File: config.mk
export PLATFORM = sky130hd
export DESIGN_NAME = btn_debounce
export DESIGN_NICKNAME = d
export VERILOG_FILES = /design/src/rtl/btn_pkg.sv /design/src/rtl/btn_debounce_ch.sv /design/src/rtl/btn_debounce.sv
export SDC_FILE = /design/constraint.sdc
export NUM_CORES = 1
export LEC_CHECK = 0
export BUFFER_PORTS_ARGS = -buffer_cell sky130_fd_sc_hd__buf_2
export CAP_MARGIN = 5
export CORE_MARGIN = 5
export CORE_UTILIZATION = 60
export DETAILED_ROUTE_END_ITERATION = 10
export GPL_TIMING_DRIVEN = 0
export PLACE_DENSITY = 0.78
export SETUP_SLACK_MARGIN = 0.5
export SLEW_MARGIN = 10
export SYNTH_ARGS = -nofsm -noshare
export SYNTH_HDL_FRONTEND = slang
export SYNTH_SLANG_ARGS = --single-unit
File: constraint.sdc
create_clock -name clk -period 3.2 [get_ports clk]
set_input_delay 0.64 -clock clk [delete_from_list [all_inputs] [get_ports clk]]
set_output_delay 0.64 -clock clk [all_outputs]
set_load 0.01 [all_outputs]
File: src/rtl/btn_pkg.sv
// Shared constants and width helpers for the push-button conditioner.
package btn_pkg;

  // Defaults for a 100 MHz board clock
  localparam int unsigned BTN_STABLE_DEF = 500000;
  localparam int unsigned BTN_HOLD_DEF   = 25000000;
  localparam int unsigned BTN_REPEAT_DEF = 5000000;

  localparam int unsigned BTN_UP    = 0;
  localparam int unsigned BTN_DOWN  = 1;
  localparam int unsigned BTN_LEFT  = 2;
  localparam int unsigned BTN_RIGHT = 3;
  localparam int unsigned BTN_RST   = 4;

  function automatic int unsigned max_u(input int unsigned a, input int unsigned b);
    return (a > b) ? a : b;
  endfunction

  // Counter width able to hold n-1, never narrower than one bit
  function automatic int unsigned cnt_w(input int unsigned n);
    return (n < 2) ? 1 : 32'($clog2(n));
  endfunction

endpackage

File: src/rtl/btn_debounce_ch.sv
// Single-bit button conditioner: synchroniser, stability counter, strobes.
// Auto-repeat logic is generated only when BTN_REPEAT_EN is defined.
module btn_debounce_ch
  import btn_pkg::*;
#(
  parameter int unsigned STABLE_CYCLES = BTN_STABLE_DEF,
  parameter bit          IN_ACT_LOW    = 1'b0
`ifdef BTN_REPEAT_EN
  , parameter int unsigned HOLD_CYCLES   = BTN_HOLD_DEF
  , parameter int unsigned REPEAT_CYCLES = BTN_REPEAT_DEF
`endif
) (
  input  logic clk,
  input  logic clr_n,
  input  logic raw,
  output logic level,
  output logic press,
  output logic rel
);

  localparam int unsigned CW = cnt_w(STABLE_CYCLES);
  localparam logic [CW-1:0] CNT_LAST = CW'(STABLE_CYCLES - 1);

  logic          raw_in;
  logic          s1;
  logic          s2;
  logic          stable;
  logic [CW-1:0] cnt;
  logic          flip;
  logic          rep_fire;

  assign raw_in = IN_ACT_LOW ? ~raw : raw;
  assign flip   = (s2 != stable) && (cnt == CNT_LAST);

`ifdef BTN_REPEAT_EN
  localparam int unsigned RW = cnt_w(max_u(HOLD_CYCLES, REPEAT_CYCLES));
  localparam logic [RW-1:0] HOLD_LAST = RW'(HOLD_CYCLES - 1);
  localparam logic [RW-1:0] REP_LAST  = RW'(REPEAT_CYCLES - 1);

  logic [RW-1:0] rcnt;
  logic          first;
  logic [RW-1:0] rep_last;

  assign rep_last = first ? HOLD_LAST : REP_LAST;
  // A flip edge always wins, so a repeat can never land on a release
  assign rep_fire = stable && !flip && (rcnt == rep_last);

  always_ff @(posedge clk) begin
    if (!clr_n) begin
      rcnt  <= '0;
      first <= 1'b1;
    end else if (!stable || flip) begin
      rcnt  <= '0;
      first <= 1'b1;
    end else if (rep_fire) begin
      rcnt  <= '0;
      first <= 1'b0;
    end else begin
      rcnt <= rcnt + RW'(1);
    end
  end
`else
  assign rep_fire = 1'b0;
`endif

  // Debounce: any agreeing cycle restarts qualification
  always_ff @(posedge clk) begin
    if (!clr_n) begin
      s1     <= 1'b0;
      s2     <= 1'b0;
      stable <= 1'b0;
      cnt    <= '0;
      press  <= 1'b0;
      rel    <= 1'b0;
    end else begin
      s1    <= raw_in;
      s2    <= s1;
      press <= rep_fire;
      rel   <= 1'b0;
      if (s2 == stable) begin
        cnt <= '0;
      end else if (flip) begin
        stable <= s2;
        cnt    <= '0;
        press  <= s2;
        rel    <= ~s2;
      end else begin
        cnt <= cnt + CW'(1);
      end
    end
  end

  assign level = stable;

endmodule

File: src/rtl/btn_debounce.sv
// Multi-channel push-button conditioner; one independent btn_debounce_ch per pin.
// Optional auto-repeat on held buttons is enabled by defining BTN_REPEAT_EN.
module btn_debounce
  import btn_pkg::*;
#(
  parameter int unsigned N_CH          = 5,
  parameter int unsigned STABLE_CYCLES = BTN_STABLE_DEF,
  parameter bit          IN_ACT_LOW    = 1'b0,
  parameter int unsigned HOLD_CYCLES   = BTN_HOLD_DEF,
  parameter int unsigned REPEAT_CYCLES = BTN_REPEAT_DEF
) (
  input  logic            clk,
  input  logic            clr_n,
  input  logic [N_CH-1:0] in_button,
  output logic [N_CH-1:0] btn_level,
  output logic [N_CH-1:0] btn_press,
  output logic [N_CH-1:0] btn_release
);

  if (STABLE_CYCLES < 2 || HOLD_CYCLES < 1 || REPEAT_CYCLES < 1) begin : g_bad_cfg
    $error("btn_debounce: illegal cycle-count parameter");
  end

  for (genvar i = 0; i < int'(N_CH); i++) begin : g_ch
    btn_debounce_ch #(
      .STABLE_CYCLES(STABLE_CYCLES),
      .IN_ACT_LOW   (IN_ACT_LOW)
`ifdef BTN_REPEAT_EN
      , .HOLD_CYCLES  (HOLD_CYCLES)
      , .REPEAT_CYCLES(REPEAT_CYCLES)
`endif
    ) u_ch (
      .clk  (clk),
      .clr_n(clr_n),
      .raw  (in_button[i]),
      .level(btn_level[i]),
      .press(btn_press[i]),
      .rel  (btn_release[i])
    );
  end

endmodule

Yosys cells after proc, flatten, opt, wreduce, memory -nomap -nowiden. Index checks and enable logic that the tools add are counted. Widths: inputs -> output; s select.

Bitwise operators: 16. Reductions and logical operators: 20. $add $sub $neg: 5. Eq/ne operators: 15.

Operators with widths (number): $add 19x1->19 const B (5); $eq 19x19->1 const B (5); $reduce_or 3->1 (10); $not 1->1 (16); $reduce_and 2->1 (5); $eq 1x1->1 (5); $logic_and 1x1->1 (5); $ne 1x1->1 (5).

Word-level logic and storage cells: 86. Flip-flop bits (word level): 120. Output and inout port bits: 15.

Depth between registers and ports, before layout. Gate-level depths: netlist (run 1).

Depth in word-level cells: 4. Gate-level depth with buffers: 6. Gate-level depth less buffers: 5.

By module. From an unflattened synthesis (run 1), not the netlist that was laid out.

Cell total of the unflattened synthesis: 589. Area total of the unflattened synthesis: 5350.1 sq um.

By module, submodules not included: btn_debounce_ch (g_ch[0].u_ch ...) (times used 4, area an instance 1067.3 sq um, cells each 117, seq. area each 480.5 sq um); btn_debounce_ch (g_ch[2].u_ch) (times used 1, area an instance 1081.0 sq um, cells each 121, seq. area each 480.5 sq um).

Worst setup path after synthesis (run 1). OpenSTA, ideal clock, no wires.

Path type: flip-flop to flip-flop. Start point: reg g_ch[1].u_ch.cnt[9]. End point: reg g_ch[1].u_ch.cnt[1]. Cell stages (with the launch flop): 6. Period minus slack after synthesis: 1.924 ns. Path slack: 1.276 ns. Buffers on the path: 1. Arrival: 1.808 ns. Data required time: 3.084 ns. Cell sequence: dfxtp_1 > buf_6 > or4b_1 > or4_4 > or2_4 > and3_1.

Longest elaborated chain between the ends: 3.

Ends and longest elaborated chain: from (decl) (RTL line btn_debounce_ch.sv:28) `logic [CW-1:0] cnt;`; from (signal assigned) (RTL line btn_debounce_ch.sv:88) `cnt <= cnt + CW'(1);`; $eq 19x19->1 (RTL line btn_debounce_ch.sv:33) `assign flip = (s2 != stable) && (cnt == CNT_LAST);`; $logic_and 1x1->1 (RTL line btn_debounce_ch.sv:33); $reduce_or 3->1 (no line).

No other way between the ends. A chain may end at the register's enable or synchronous reset.

Worst setup path after layout (run 1).
Start point: reg g_ch[3].u_ch.cnt[5]. End point: reg g_ch[3].u_ch.cnt[11].

Longest elaborated chain between the ends: 3. Elaborated cells on any way between the ends: 4.

Ends and longest elaborated chain (RTL line): from (decl) (btn_debounce_ch.sv:28); from (signal assigned) (btn_debounce_ch.sv:88); parallel branches: the longest is 3 deep, another holds $add 19x1->19.

Several ways; the timed one is not identified.

==> results of run 1 <==
==> sequential cells by signal, indices dropped and copies added, names as in the netlist <==
| name | count |
|---|---|
| g_ch.u_ch.cnt | 95 |
| g_ch.u_ch.rel | 5 |
| g_ch.u_ch.s1 | 5 |
| g_ch.u_ch.s2 | 5 |
| g_ch.u_ch.press | 5 |
| g_ch.u_ch.level | 5 |
==> worst max path at each step <==
stage	end	slack (ns)	depth (start not counted)
floorplan	g_ch[1].u_ch.cnt[1]	1.28	5
global placement	g_ch[3].u_ch.cnt[13]	0.97	6
global route	g_ch[3].u_ch.cnt[13]	0.64	6
detailed placement	g_ch[3].u_ch.cnt[9]	0.95	6
CTS	g_ch[3].u_ch.cnt[11]	0.92	6
finish	g_ch[3].u_ch.cnt[11]	0.92	6
==> worst max-delay path: stages (launching register included) <==
cell and delay [ns]:
dfxtp_1 0.30, clkbuf_1 0.19, nor4b_1 0.30, nand2_1 0.19, o31ai_2 0.67, clkbuf_1 0.42
nor2_1 0.10
==> logic make-up (layout without fill, tap and decap cells) <==
logic type	Yosys count	in the layout	share of synthesized area (%)
fa+ha+maj	5	5	1.18
flops	120	120	45.3
mux	10	10	1.89
buf+inv	40	92	4.20
xor+xnor	74	74	12.2
simple gates	313	313	31.3
compound gates	31	31	3.85
==> per-layer routing <==
metal	global-route usage (%)	up-vias
met1	24.7	2027
met2	33.3	101
met4	8.23	0
met5	0	-
met3	6.39	18
li1	-	2156
==> report_power, final <==
| group | switching (mW) | total [mW] | internal, mW |
|---|---|---|---|
| Combinational | 0.0222 | 0.0338 | 0.0116 |
| Sequential | 0.00455 | 1.51 | 1.50 |
| Clock | 0.629 | 1.97 | 1.34 |
==> through the flow <==
stage / setup WS, ns / cells / area [um^2]
floorplan: 1.28 / 593 / 5300
global placement: 0.965 / 722 / 5540
detailed placement: 0.951 / 722 / 5540
CTS: 0.917 / 753 / 6160
global route: 0.642 / 753 / 6160
finish: 0.924 / 753 / 6160
==> cells in the mapped netlist (2+ instances only) <==
cell type	n	area, um^2
dfxtp_1	120	2400
nor2_1	90	338
xnor2_1	48	420
nand2_1	40	150
nand3_1	30	150
nor4_1	30	188
nand4_1	29	181
xor2_1	26	228
nor3_1	20	100
buf_4	17	128
and2_1	14	87.6
a21oi_1	12	60.1
inv_1	12	45.0
and3_1	11	68.8
mux2i_1	10	100
clkbuf_1	9	33.8
and4_1	7	61.3
nor4b_1	7	61.3
o21ai_0	7	35.0
or4_1	6	45.0
ha_1	5	62.6
or3_1	5	31.3
nor2b_1	4	25.0
o31ai_1	4	30.0
nand3b_1	3	22.5
nand4b_1	3	26.3
or2_2	3	18.8
and4b_1	2	20.0
nand2b_1	2	12.5
o21a_1	2	15.0
or4b_1	2	20.0
==> final cells by class <==
| type | count | area (um^2) |
|---|---|---|
| fillers | 647 | 2520 |
| repair buffers | 21 | 105 |
| clock buffers | 23 | 477 |
| flip-flops and latches | 120 | 2400 |
| inverters | 12 | 45.0 |
| plain buffers | 28 | 178 |
| multi-input cells | 433 | 2670 |
| clock inverters | 8 | 143 |
| well taps | 108 | 135 |
==> impl_metrics.toml, run 1 <==
[layout]
nNetsFinal = 645
most-common-layout-cells = "dfxtp_1 (120), nor2_1 (90), xnor2_1 (48)"
mostFrequentLayoutCell = "dfxtp_1"
antenna-diode-count = 0
final_layout_size_suffix_gt1_share_pct = 12.4
area_delta_synth_final_pct = 16.2
final_util_pct = 71.0

[timing]
finalCritPeriodShare_pct = 71.1
final_max_slew_viol_count = 0
fmax_ghz = 0.439
worstMarginPinSlew_ns = 0.734
final.hold.worst_slack_ns = 0.358
unrepaired_setup_endpoints_after_global_routing = "no"
final-setup-viol-count = 0
finalHoldViolCount = 0
fin_setup_tns_ns = 0
timing.clock.skew_ns = 0.00770
relSlewSlack_pct = 50.7
post-route-min-period_ns = 2.28

[placement]
finalWeightedCongestion = 0.891
hpwlAfterDp_um = 7170
port_buffer_count = 21

[synthesis]
synth-seq-cells = 120
dominantRegCellSynth = "dfxtp_1"
async_flop_share_pct = 0
synth.net_count = 605
seq_area_frac_synth_pct = 45.3
mappedNetlistArea_mm2 = 0.00530
syn_area_per_cell_um2 = 8.94
yosysWarnings = 0
synth-edff-count = 0
synth_cells = 593
distinct_cells_synth = 44

[grt]
grtUsageTotal_pct = 20.3
grt_total_ovfl = 0
grt_antenna_before_repair = 0
grt_pass1_wl_um = 18500
grt_pass1_vias = 4143
largest_net_degree_at_the_start_of_global_routing = 17

[job]
timing.max_cap.violations = 0

[detailed_routing]
routedLengthMet1_um = 4750
antenna_left = 0
remaining_drcs = 0
drt_first_iter_violations = 225
wire_per_inst_um = 14.0
vias_per_cell = 5.71
wl_met2_um = 5130
detailroute.wirelength.met3_um = 505
routed-via-count = 4302
drt_wl_total_um = 10500
top_layer_used = "met4"
dr.pass1.iters = 6

[setup_path]
r2r_slack_ns = 0.92
critPathKind = "reg2reg"
setup.worst_path.start_class = "flop"
arrival_ns = 2.66
required_ns = 3.58
crit-reg2reg-capture = "g_ch[3].u_ch.cnt[11]"
rr_startpoint = "g_ch[3].u_ch.cnt[5]"
worst_r2r_path_depth = 6
worst_setup_path_end_kind = "flop"
crit_start = "g_ch[3].u_ch.cnt[5]"
critical_path_peak_fanout = 10

[clocking]
clock_input_transition_at_the_sequential_cells_of_the_worst_setup_and_hold_paths_ns = 0.05
clock_latency_ns = 0.52
cts.path.max_buffers = 2
numCtsBuffers = 17
cts_root_buffer = "clkbuf_8"
postCtsHoldBufs = 0
post_cts.resized_instances = 0
tritoncts_clock_tree = "done"
postCtsSetupRepairBufs = 0
h-tree-depth = 4
cts_num_sinks = 120

[floorplan]
chipWidth_um = 104
fp.dieH_um = 104
die_area_mm2 = 0.0108
core.rowCount = 34
floorplan.core_area_mm2 = 0.00868
floorplan.io_pins = 22
initial_core_util_pct = 61.1

[pwr]
post-layout-total-power_mw = 3.51
cellPowerDensity_mw_per_mm2 = 570
power_leakage_nw = 2.00
peakVddDrop_mv = 0.510

[status]
outcome = "complete, no violations"

[hold_path]
hold_end = "g_ch[2].u_ch.s1"
worstHoldPathCells = 2
hold_path.startpoint = "in_button[2]"
worstHoldPathType = "in2reg"
Note: power is estimated with default switching activity, not from simulation.
==> inputs of run 2 (changes only) <==
ABC_AREA = 1   (was unset)
CORE_UTILIZATION = 56   (was 60)
PLACE_DENSITY = 0.76   (was 0.78)
clock period = 1.96 ns   (was 3.2 ns; I/O delays follow)
==> impl_metrics.toml, run 2 <==
[timing]
unrepaired_setup_endpoints_after_global_routing = "yes"
fin_setup_tns_ns = 0
worstMarginPinSlew_ns = 0.348
final-setup-viol-count = 0
timing.clock.skew_ns = 0.00965
relSlewSlack_pct = 76.6
final_max_slew_viol_count = 0
post-route-min-period_ns = 1.46
fmax_ghz = 0.686
finalCritPeriodShare_pct = 74.4
finalHoldViolCount = 0

[setup_path]
arrival_ns = 1.07
crit_path_frequent_cell = "buf_6"
timing.critical_path.slowest_cell_delay_ns = 0.33
rr_startpoint = "g_ch[0].u_ch.cnt[0]"
cell_with_the_largest_stage_delay_on_the_worst_path = "dfxtp_2"
crit_start = "g_ch[4].u_ch.level"
critPathKind = "reg2out"
worst_setup_path_end_kind = "output pin"
setup.worst_path.start_class = "flop"
worstPathBufferInverterCount = 2
critical_path_peak_fanout = 2
cell_chain_of_the_critical_path = "buf_6 > buf_6"
timing.critical_path.max_delay_family = "flip-flops"
required_ns = 1.57

[detailed_routing]
antenna_left = 0
drt_wl_total_um = 13000
remaining_drcs = 0
drt_first_iter_violations = 276
dr.pass1.iters = 5
vias_per_cell = 5.10
wire_per_inst_um = 12.4
routed-via-count = 5371

[floorplan]
fp.dieH_um = 112
floorplan.core_area_mm2 = 0.0102
chipWidth_um = 112
initial_core_util_pct = 56.7
floorplan.io_pins = 22
core.rowCount = 37
die_area_mm2 = 0.0125

[synthesis]
synth_cells = 841
synth_largest_area_cell = "dfxtp_1"
distinct_cells_synth = 29
dominantRegCellSynth = "dfxtp_1"
post_synth_main_area_contributors = "dfxtp_1 (41%), nand2_1 (14%), nor2_1 (12%)"
async_flop_share_pct = 0
seq_area_frac_synth_pct = 41.4
synth_top_cells_by_count = "nand2_1 (209), nor2_1 (178), dfxtp_1 (120)"
yosys.cell_count.top_type = "nand2_1"
yosysWarnings = 0
post_synth_top_area_share_pct = 41.4
synth-seq-cells = 120
syn_area_per_cell_um2 = 6.90
synth-edff-count = 0
mappedNetlistArea_mm2 = 0.00580
synth.net_count = 853

[clocking]
h-tree-depth = 4
clock_latency_ns = 0.52
clock_input_transition_at_the_sequential_cells_of_the_worst_setup_and_hold_paths_ns = 0.06
cts_num_sinks = 120
tritoncts_clock_tree = "done"
postCtsHoldBufs = 0
numCtsBuffers = 17
cts_root_buffer = "clkbuf_8"
cts.path.max_buffers = 2

[pwr]
power.sequential.fraction_pct = 45.1
cellPowerDensity_mw_per_mm2 = 748
peakVddDrop_mv = 0.670
total_switching_power_mw = 1.24
power_leakage_nw = 2.56
internal_power_mw = 4.20
power.share.switching_pct = 22.8
power.clock.fraction_pct = 53.2
comb_power_share_pct = 1.6

[placement]
finalWeightedCongestion = 0.914
port_buffer_count = 21
hpwlAfterDp_um = 8440
placed_area_mm2 = 0.00608
dpl.cell_count = 998

[job]
timing.max_cap.violations = 0

[grt]
globalRouteMet3Util_pct = 6.09
grtUsageTotal_pct = 20.4
gr-usage-met1_pct = 26.1
grt_pass1_vias = 4931
grt.busiest_layer = "met2"
grt_pass1_wl_um = 21500
largest_net_degree_at_the_start_of_global_routing = 17
grt_antenna_before_repair = 0
grt_total_ovfl = 0
global_route.usage.met2_pct = 33.6

[layout]
max_flop_register = "g_ch.u_ch.cnt"
instances_no_fill = 1054
mostFrequentLayoutCell = "nand2_1"
final_util_pct = 71.1
area_delta_synth_final_pct = 25.4
num-fill-cells = 782
antenna-diode-count = 0
final_layout_size_suffix_gt1_share_pct = 20.2
finish.instance_area_mm2 = 0.00728
nNetsFinal = 917
most-common-layout-cells = "nand2_1 (207), nor2_1 (162), inv_1 (96)"
largest_register_ff_count = 95

[status]
outcome = "complete, no violations"

[hold_path]
worstHoldPathType = "in2reg"
hold_path.startpoint = "in_button[2]"
run 2: metal layers:
layer / up-vias / routed length (um) / share of wire, %
met5: - / 0 / 0
met4: 0 / 155 / 1.2
met3: 17 / 677 / 5.2
met2: 144 / 6320 / 48
met1: 2455 / 5880 / 45
li1: 2755 / - / -
run 2: power by group through the flow:
stage	registers [mW]	clock network, mW	logic [mW]
after floorplan	2.51	0	0.0447
after global placement	2.51	0	0.0635
after detailed placement	2.51	0	0.0659
after CTS	2.46	2.93	0.0806
after global routing	2.46	3.07	0.0992
final	2.46	2.90	0.0890
run 2: what timing repair did:
item / 4_1_cts / 5_1_grt
gates cloned: 1 / 1
pin swaps: 6 / 8
endpoints found under the setup margin: 104 / 106
buffers inserted: 13 / 9
resized for setup: 59 / 62
run 2: logic make-up (layout without fill, tap and decap cells):
logic type,Yosys count,in the layout,synth area share [%]
AOI/OAI and AO/OA,53,53,5.04
xor gates and xnor gates,38,38,5.73
adders and majority gates,5,5,1.08
buffers and inverters,120,197,9.31
DFF,120,120,41.4
and+or+nand+nor,505,505,37.4
run 2: worst paths after layout:
check                                           end  slack, ns  cells after the start
worst min register to register      g_ch[2].u_ch.s2       0.42                      2
worst max register to register  g_ch[0].u_ch.cnt[9]       0.52                      7
worst min-delay path                g_ch[2].u_ch.s1       0.06                      3
worst max-delay path                   btn_level[4]       0.50                      2
run 2: cell type report:
class	count	area [um^2]	share of cell area (%)
buffer	22	210	2.89
timing repair buffer	45	407	5.59
inverter	98	370	5.09
multi-input combinational	601	3120	42.8
tap	136	170	2.34
clock inverter	14	126	1.74
clock buffer	18	428	5.88
sequential	120	2450	33.6
run 2: through the flow:
step	hold slack (ns)	setup WS (ns)	power (mW)
after global routing	0.0729	0.453	5.62
after floorplan	0.390	0.558	2.55
after CTS	0.0435	0.480	5.47
final	0.0600	0.503	5.44
after detailed placement	0.402	0.239	2.58
after global placement	0.401	0.292	2.58
run 2: worst register-to-register path, cell delays in order (launching register included):
cell and delay [ns]:
dfxtp_4 0.38, ha_4 0.15, nand3_4 0.12, inv_4 0.10, nand3_4 0.09, o21ai_4 0.26
buf_6 0.19, nor2_2 0.04
